[src/rtl/bp_be_dep_tracker_if.sv]
// Dispatch-side bundle for the BE dependency tracker: dispatch fields and kills in,
// per-stage dependency status and in-flight count out.
interface bp_be_dep_tracker_if #(
    parameter int reg_addr_width_p = 5,
    parameter int depth_p          = 5
);
    localparam int entry_width_lp = 9 + reg_addr_width_p;
    localparam int cnt_width_lp   = $clog2(depth_p + 1);

    logic                                dispatch_v_i;
    logic                                flush_i;
    logic [depth_p-1:0]                  kill_v_i;
    logic [reg_addr_width_p-1:0]         rd_addr_i;
    logic                                serial_v_i;
    logic                                mem_v_i;
    logic                                int_iwb_v_i;
    logic                                mul_iwb_v_i;
    logic                                mem_iwb_v_i;
    logic                                fp_iwb_v_i;
    logic                                mem_fwb_v_i;
    logic                                fp_fwb_v_i;
    logic [depth_p*entry_width_lp-1:0]   dep_status_o;
    logic [cnt_width_lp-1:0]             inflight_cnt_o;
    logic                                pipe_empty_o;

    modport master (
        output dispatch_v_i, flush_i, kill_v_i, rd_addr_i,
        output serial_v_i, mem_v_i,
        output int_iwb_v_i, mul_iwb_v_i, mem_iwb_v_i, fp_iwb_v_i,
        output mem_fwb_v_i, fp_fwb_v_i,
        input  dep_status_o, inflight_cnt_o, pipe_empty_o
    );

    modport slave (
        input  dispatch_v_i, flush_i, kill_v_i, rd_addr_i,
        input  serial_v_i, mem_v_i,
        input  int_iwb_v_i, mul_iwb_v_i, mem_iwb_v_i, fp_iwb_v_i,
        input  mem_fwb_v_i, fp_fwb_v_i,
        output dep_status_o, inflight_cnt_o, pipe_empty_o
    );
endinterface

[src/rtl/bp_be_dep_tracker.sv]
// Shift-register record of in-flight BE instructions (rd + writeback class) that feeds
// the checker's hazard detector; kills and flushes zero entries so they stop hazarding.
module bp_be_dep_tracker #(
    parameter int reg_addr_width_p = 5,
    parameter int depth_p          = 5
) (
    input  logic               clk_i,
    input  logic               reset_i,
    bp_be_dep_tracker_if.slave dep_if
);
    localparam int entry_width_lp = 9 + reg_addr_width_p;
    localparam int cnt_width_lp   = $clog2(depth_p + 1);

    logic [depth_p-1:0][entry_width_lp-1:0] slot_r, slot_n;
    logic [cnt_width_lp-1:0]                cnt_r, cnt_n, dec;
    logic                                   empty_r;
    logic                                   dispatch_ok;
    logic [depth_p-1:0]                     v_bits;

    assign dispatch_ok = dep_if.dispatch_v_i & ~dep_if.flush_i;

    // Slot 0 loads only on an unflushed dispatch; older slots shift unless killed.
    always_comb begin
        slot_n = '0;
        if (dispatch_ok) begin
            slot_n[0] = {dep_if.rd_addr_i,
                         dep_if.fp_fwb_v_i, dep_if.mem_fwb_v_i,
                         dep_if.fp_iwb_v_i, dep_if.mem_iwb_v_i,
                         dep_if.mul_iwb_v_i, dep_if.int_iwb_v_i,
                         dep_if.mem_v_i, dep_if.serial_v_i, 1'b1};
        end
        for (int i = 1; i < depth_p; i++) begin
            if (!(dep_if.flush_i || dep_if.kill_v_i[i-1])) begin
                slot_n[i] = slot_r[i-1];
            end
        end
    end

    // Killed valid entries and the unkilled tail retirement each leave the pipe once.
    always_comb begin
        dec = '0;
        for (int i = 0; i < depth_p; i++) begin
            dec = dec + cnt_width_lp'(slot_r[i][0] & dep_if.kill_v_i[i]);
        end
        dec = dec + cnt_width_lp'(slot_r[depth_p-1][0] & ~dep_if.kill_v_i[depth_p-1]);
        if (dep_if.flush_i) begin
            cnt_n = '0;
        end else begin
            cnt_n = cnt_r + cnt_width_lp'(dispatch_ok) - dec;
        end
    end

    always_ff @(posedge clk_i) begin
        if (reset_i) begin
            slot_r  <= '0;
            cnt_r   <= '0;
            empty_r <= 1'b1;
        end else begin
            slot_r  <= slot_n;
            cnt_r   <= cnt_n;
            empty_r <= (cnt_n == '0);
        end
    end

    assign dep_if.dep_status_o   = slot_r;
    assign dep_if.inflight_cnt_o = cnt_r;
    assign dep_if.pipe_empty_o   = empty_r;

    always_comb begin
        v_bits = '0;
        for (int i = 0; i < depth_p; i++) begin
            v_bits[i] = slot_r[i][0];
        end
    end

    function automatic logic [cnt_width_lp-1:0] popcount(input logic [depth_p-1:0] bits);
        logic [cnt_width_lp-1:0] total;
        total = '0;
        for (int i = 0; i < depth_p; i++) begin
            total = total + cnt_width_lp'(bits[i]);
        end
        return total;
    endfunction

    assert property (@(posedge clk_i) disable iff (reset_i)
        cnt_r == popcount(v_bits));

    assert property (@(posedge clk_i) disable iff (reset_i)
        !$isunknown({slot_r, cnt_r, empty_r}));
endmodule

[src/flat_wrapper.sv]
// flat-port wrapper written by rule: the top's interface ports become plain ports
module bp_be_dep_tracker_flat 
#(
    parameter int reg_addr_width_p = 5,
    parameter int depth_p          = 5
)
  (clk_i, reset_i, dep_if_dispatch_v_i, dep_if_flush_i, dep_if_kill_v_i, dep_if_rd_addr_i, dep_if_serial_v_i, dep_if_mem_v_i, dep_if_int_iwb_v_i, dep_if_mul_iwb_v_i, dep_if_mem_iwb_v_i, dep_if_fp_iwb_v_i, dep_if_mem_fwb_v_i, dep_if_fp_fwb_v_i, dep_if_dep_status_o, dep_if_inflight_cnt_o, dep_if_pipe_empty_o);
  bp_be_dep_tracker_if #(.reg_addr_width_p(reg_addr_width_p), .depth_p(depth_p)) dep_if_i ();
  input  logic clk_i;
  input  logic reset_i;
  input wire logic [$bits(dep_if_i.dispatch_v_i)-1:0] dep_if_dispatch_v_i;
  input wire logic [$bits(dep_if_i.flush_i)-1:0] dep_if_flush_i;
  input wire logic [$bits(dep_if_i.kill_v_i)-1:0] dep_if_kill_v_i;
  input wire logic [$bits(dep_if_i.rd_addr_i)-1:0] dep_if_rd_addr_i;
  input wire logic [$bits(dep_if_i.serial_v_i)-1:0] dep_if_serial_v_i;
  input wire logic [$bits(dep_if_i.mem_v_i)-1:0] dep_if_mem_v_i;
  input wire logic [$bits(dep_if_i.int_iwb_v_i)-1:0] dep_if_int_iwb_v_i;
  input wire logic [$bits(dep_if_i.mul_iwb_v_i)-1:0] dep_if_mul_iwb_v_i;
  input wire logic [$bits(dep_if_i.mem_iwb_v_i)-1:0] dep_if_mem_iwb_v_i;
  input wire logic [$bits(dep_if_i.fp_iwb_v_i)-1:0] dep_if_fp_iwb_v_i;
  input wire logic [$bits(dep_if_i.mem_fwb_v_i)-1:0] dep_if_mem_fwb_v_i;
  input wire logic [$bits(dep_if_i.fp_fwb_v_i)-1:0] dep_if_fp_fwb_v_i;
  output wire logic [$bits(dep_if_i.dep_status_o)-1:0] dep_if_dep_status_o;
  output wire logic [$bits(dep_if_i.inflight_cnt_o)-1:0] dep_if_inflight_cnt_o;
  output wire logic [$bits(dep_if_i.pipe_empty_o)-1:0] dep_if_pipe_empty_o;
  assign dep_if_i.dispatch_v_i = dep_if_dispatch_v_i;
  assign dep_if_i.flush_i = dep_if_flush_i;
  assign dep_if_i.kill_v_i = dep_if_kill_v_i;
  assign dep_if_i.rd_addr_i = dep_if_rd_addr_i;
  assign dep_if_i.serial_v_i = dep_if_serial_v_i;
  assign dep_if_i.mem_v_i = dep_if_mem_v_i;
  assign dep_if_i.int_iwb_v_i = dep_if_int_iwb_v_i;
  assign dep_if_i.mul_iwb_v_i = dep_if_mul_iwb_v_i;
  assign dep_if_i.mem_iwb_v_i = dep_if_mem_iwb_v_i;
  assign dep_if_i.fp_iwb_v_i = dep_if_fp_iwb_v_i;
  assign dep_if_i.mem_fwb_v_i = dep_if_mem_fwb_v_i;
  assign dep_if_i.fp_fwb_v_i = dep_if_fp_fwb_v_i;
  assign dep_if_dep_status_o = dep_if_i.dep_status_o;
  assign dep_if_inflight_cnt_o = dep_if_i.inflight_cnt_o;
  assign dep_if_pipe_empty_o = dep_if_i.pipe_empty_o;
  bp_be_dep_tracker #(.reg_addr_width_p(reg_addr_width_p), .depth_p(depth_p)) u_core (.clk_i(clk_i), .reset_i(reset_i), .dep_if(dep_if_i));
endmodule
[config.mk]
export PLATFORM = sky130hd
export DESIGN_NAME = bp_be_dep_tracker_flat
export DESIGN_NICKNAME = d
export VERILOG_FILES = /design/src/rtl/bp_be_dep_tracker_if.sv /design/src/rtl/bp_be_dep_tracker.sv /design/src/flat_wrapper.sv
export SDC_FILE = /design/constraint.sdc
export NUM_CORES = 1
export LEC_CHECK = 0
export CORE_MARGIN = 3
export CORE_UTILIZATION = 39
export CTS_CLUSTER_SIZE = 12
export DETAILED_ROUTE_END_ITERATION = 10
export DONT_BUFFER_PORTS = 1
export PLACE_DENSITY = 0.59
export SLEW_MARGIN = 5
export SYNTH_ARGS = -nofsm -noshare
export SYNTH_HDL_FRONTEND = slang
export SYNTH_SLANG_ARGS = --single-unit
[constraint.sdc]
create_clock -name clk_i -period 3.25 [get_ports clk_i]
set_input_delay 0 -clock clk_i [delete_from_list [all_inputs] [get_ports clk_i]]
set_output_delay 0 -clock clk_i [all_outputs]
set_load 0.02 [all_outputs]
==> results.toml <==
[synthesis]
syn-num-nets = 214
synth_seq_cells = 74
synth.area.top_cells = "dfxtp_1, and2_1, and2_2, fa_1, ha_1"
yosysSeqAreaShare_pct = 64.7
yosys.area.top_type = "dfxtp_1"
synth_warnings = 0
synth.top_cell.area_share_pct = 64.7
netlist_area_sq_um = 2290
syn_avg_cell_area_sq_um = 12.5
synthDistinctLibCells = 16
syn_inst = 184

[cells_and_area]
utilization_pct = 48.3
fillers = 539
fin_nets = 238
final_common_cell = "dfxtp_1"
area_growth_pct = 18.1
n_antenna_cell = 0
final_layout_size_suffix_gt1_share_pct = 17.8
most-common-layout-cells = "dfxtp_1, and2_1, dlygate4sd3_1"

[sta]
fin_crit_ns = 2.99
finalHoldViolCount = 0
grt_setup_unrepaired = "no"
worstMarginPinSlew_ns = 0.554
setup_viol = 0
post-route-period-util_pct = 91.9
hold_ws_ns = 0.0207
finClkSkew_ns = 0.00554
max_freq_mhz = 335
worst_slack_ns = 0.262
slew_viol_final = 0
max_slew_margin_pct = 63.1
fin_setup_tns_ns = 0

[setup_path]
critical-path-top-delay-family = "adder cells"
crit_arrival_ns = 3.21
end_kind = "register"
cp_slowest_cell = "fa_1"
required_ns = 3.47
rr_worst_depth = 10
cp_slowest_stage_delay_ns = 0.54
crit_chain = "and2_1, fa_1, inv_1, ha_1, inv_1, fa_1, fa_1, xor2_1, xnor2_1, a31o_2"
crit_buf_inv = 2
rr_startpoint = "u_core.dep_if.dep_status_o[56]"
rrSetupSlack_ns = 0.26
start_kind = "register"
critPathKind = "register to register"
r2r_end = "u_core.dep_if.pipe_empty_o"
cpMostUsedCell = "fa_1"
path_max_fanout = 3

[placement]
routabilityCongestion = 0.758
place_worst_setup_slack_ns = 0.283
io_buffers = 0

[floorplan]
start_util_pct = 40.9
dieArea_sq_um = 6830
ios = 96
die_w_um = 82.6
rows = 27
fp.coreArea_sq_um = 5610
die-height_um = 82.6

[power]
powerDensity_nw_per_um2 = 607
clkPwrFrac_pct = 40.5
power.internal_mw = 1.29
p_leak_nw = 1.12
swShare_pct = 21.3
seqPwrFrac_pct = 56.7
ir_drop_mv = 0.354
netSwitchingPower_uw = 349
comb_power_share_pct = 2.8

[clock_network]
clock_sinks = 74
h-tree-depth = 3
clk_path_buf_depth = 2
cts-root-buf = "clkbuf_8"
cts_tree = "built"
clock_latency_ns = 0.32
cts_buffers = 9
cts-resized-gates = 0
path_clk_slew_ns = 0.08

[drt]
drt-initial-drc-count = 22
viasPerCell = 4.36
drt-total-wl_um = 4140
wire_per_inst_um = 14.5
dr_wl_met2_um = 2080
drc_errors = 0
wl_met1_um = 1440
routed.top_layer = "met4"
num_vias = 1242
ant_nets = 0
met3_length_um = 567
drtPass1Iterations = 3

[grt]
grt_pass1_wl_um = 6170
antenna_found_initial = 0
grt_pass1_vias = 1260
overflow = 0
grt_util_all_layers_pct = 12.2
grt_max_degree = 15

[flow_run]
max_cap_viol_count = 0

[hold_path]
hold_depth = 1
hold_end = "u_core.dep_if.dep_status_o[0]"
hold_path.class = "input port to register"
hp-start = "reset_i"

[run_status]
outcome = "finished clean"
[routing by layer]
metal	vias up	global-route usage, %
met5	-	0
met4	0	4.58
met3	4	7.92
met2	64	20.5
met1	568	12.1
li1	606	-
[area by class of cell]
type / count / area (sq um) / share of cell area (%)
sequential: 74 / 1480 / 54.7
timing repair buffer: 19 / 185 / 6.84
clock inverter: 7 / 68.8 / 2.54
multi-input combinational: 97 / 731 / 27.0
clock buffer: 9 / 124 / 4.58
inverter: 7 / 26.3 / 0.971
tap: 72 / 90.1 / 3.33
[power by group through the flow]
stage / logic [mW] / registers [mW] / clock network [mW]
after floorplan: 0.0281 / 0.949 / 0
after global placement: 0.0277 / 0.952 / 0
after detailed placement: 0.0300 / 0.952 / 0
after CTS: 0.0471 / 0.931 / 0.688
after global routing: 0.0527 / 0.931 / 0.734
final: 0.0462 / 0.930 / 0.665
[through the flow]
step	std cells	cell area, sq um	power, mW
finish	285	2710	1.64
detailed placement	252	2340	0.982
floorplan	184	2290	0.977
global placement	252	2340	0.979
global route	285	2710	1.72
CTS	285	2710	1.67
[synthesized netlist by cell type, drive strengths merged]
master and count:
and2 74, dfxtp 74, inv 7, nor2 7, buf 6, fa 4
ha 4, and2b 2, xnor2 2, a31o 1, nor2b 1, or2 1
xor2 1
[state kept, by name (all words and copies together), names as in the netlist]
signal / flops
u_core.dep_if.dep_status_o: 70
u_core.dep_if.pipe_empty_o: 1
u_core.dep_if.inflight_cnt_o: 3
[how the worst max path moves through the flow]
stage / to / slack [ns] / cells after the start / start
2_1_floorplan: u_core.dep_if.pipe_empty_o / 0.39 / 10 / u_core.dep_if.dep_status_o[56]
3_3_place_gp: u_core.dep_if.pipe_empty_o / 0.33 / 10 / u_core.dep_if.dep_status_o[56]
3_5_place_dp: u_core.dep_if.pipe_empty_o / 0.28 / 10 / u_core.dep_if.dep_status_o[56]
4_1_cts: u_core.dep_if.pipe_empty_o / 0.25 / 10 / u_core.dep_if.dep_status_o[56]
5_1_grt: u_core.dep_if.pipe_empty_o / 0.13 / 10 / u_core.dep_if.dep_status_o[56]
6_report: u_core.dep_if.pipe_empty_o / 0.26 / 10 / u_core.dep_if.dep_status_o[56]
[cell families (layout without fill, tap and decap cells)]
kind of cell	count (synthesis)	after routing	synth area share [%]
AOI/OAI and AO/OA	1	1	0.382
xor gates and xnor gates	3	3	1.15
adders and majority gates	8	8	5.68
buffers and inverters	13	42	3.44
DFF	74	74	64.7
and+or+nand+nor	85	85	24.7
[timing repair]
action / 4_1_cts / 5_1_grt
hold buffers: 17 / 0
setup buffers: 0 / 0
hold endpoints to repair: 69 / 0
No activity file was read; power rests on OpenSTA's default activity.
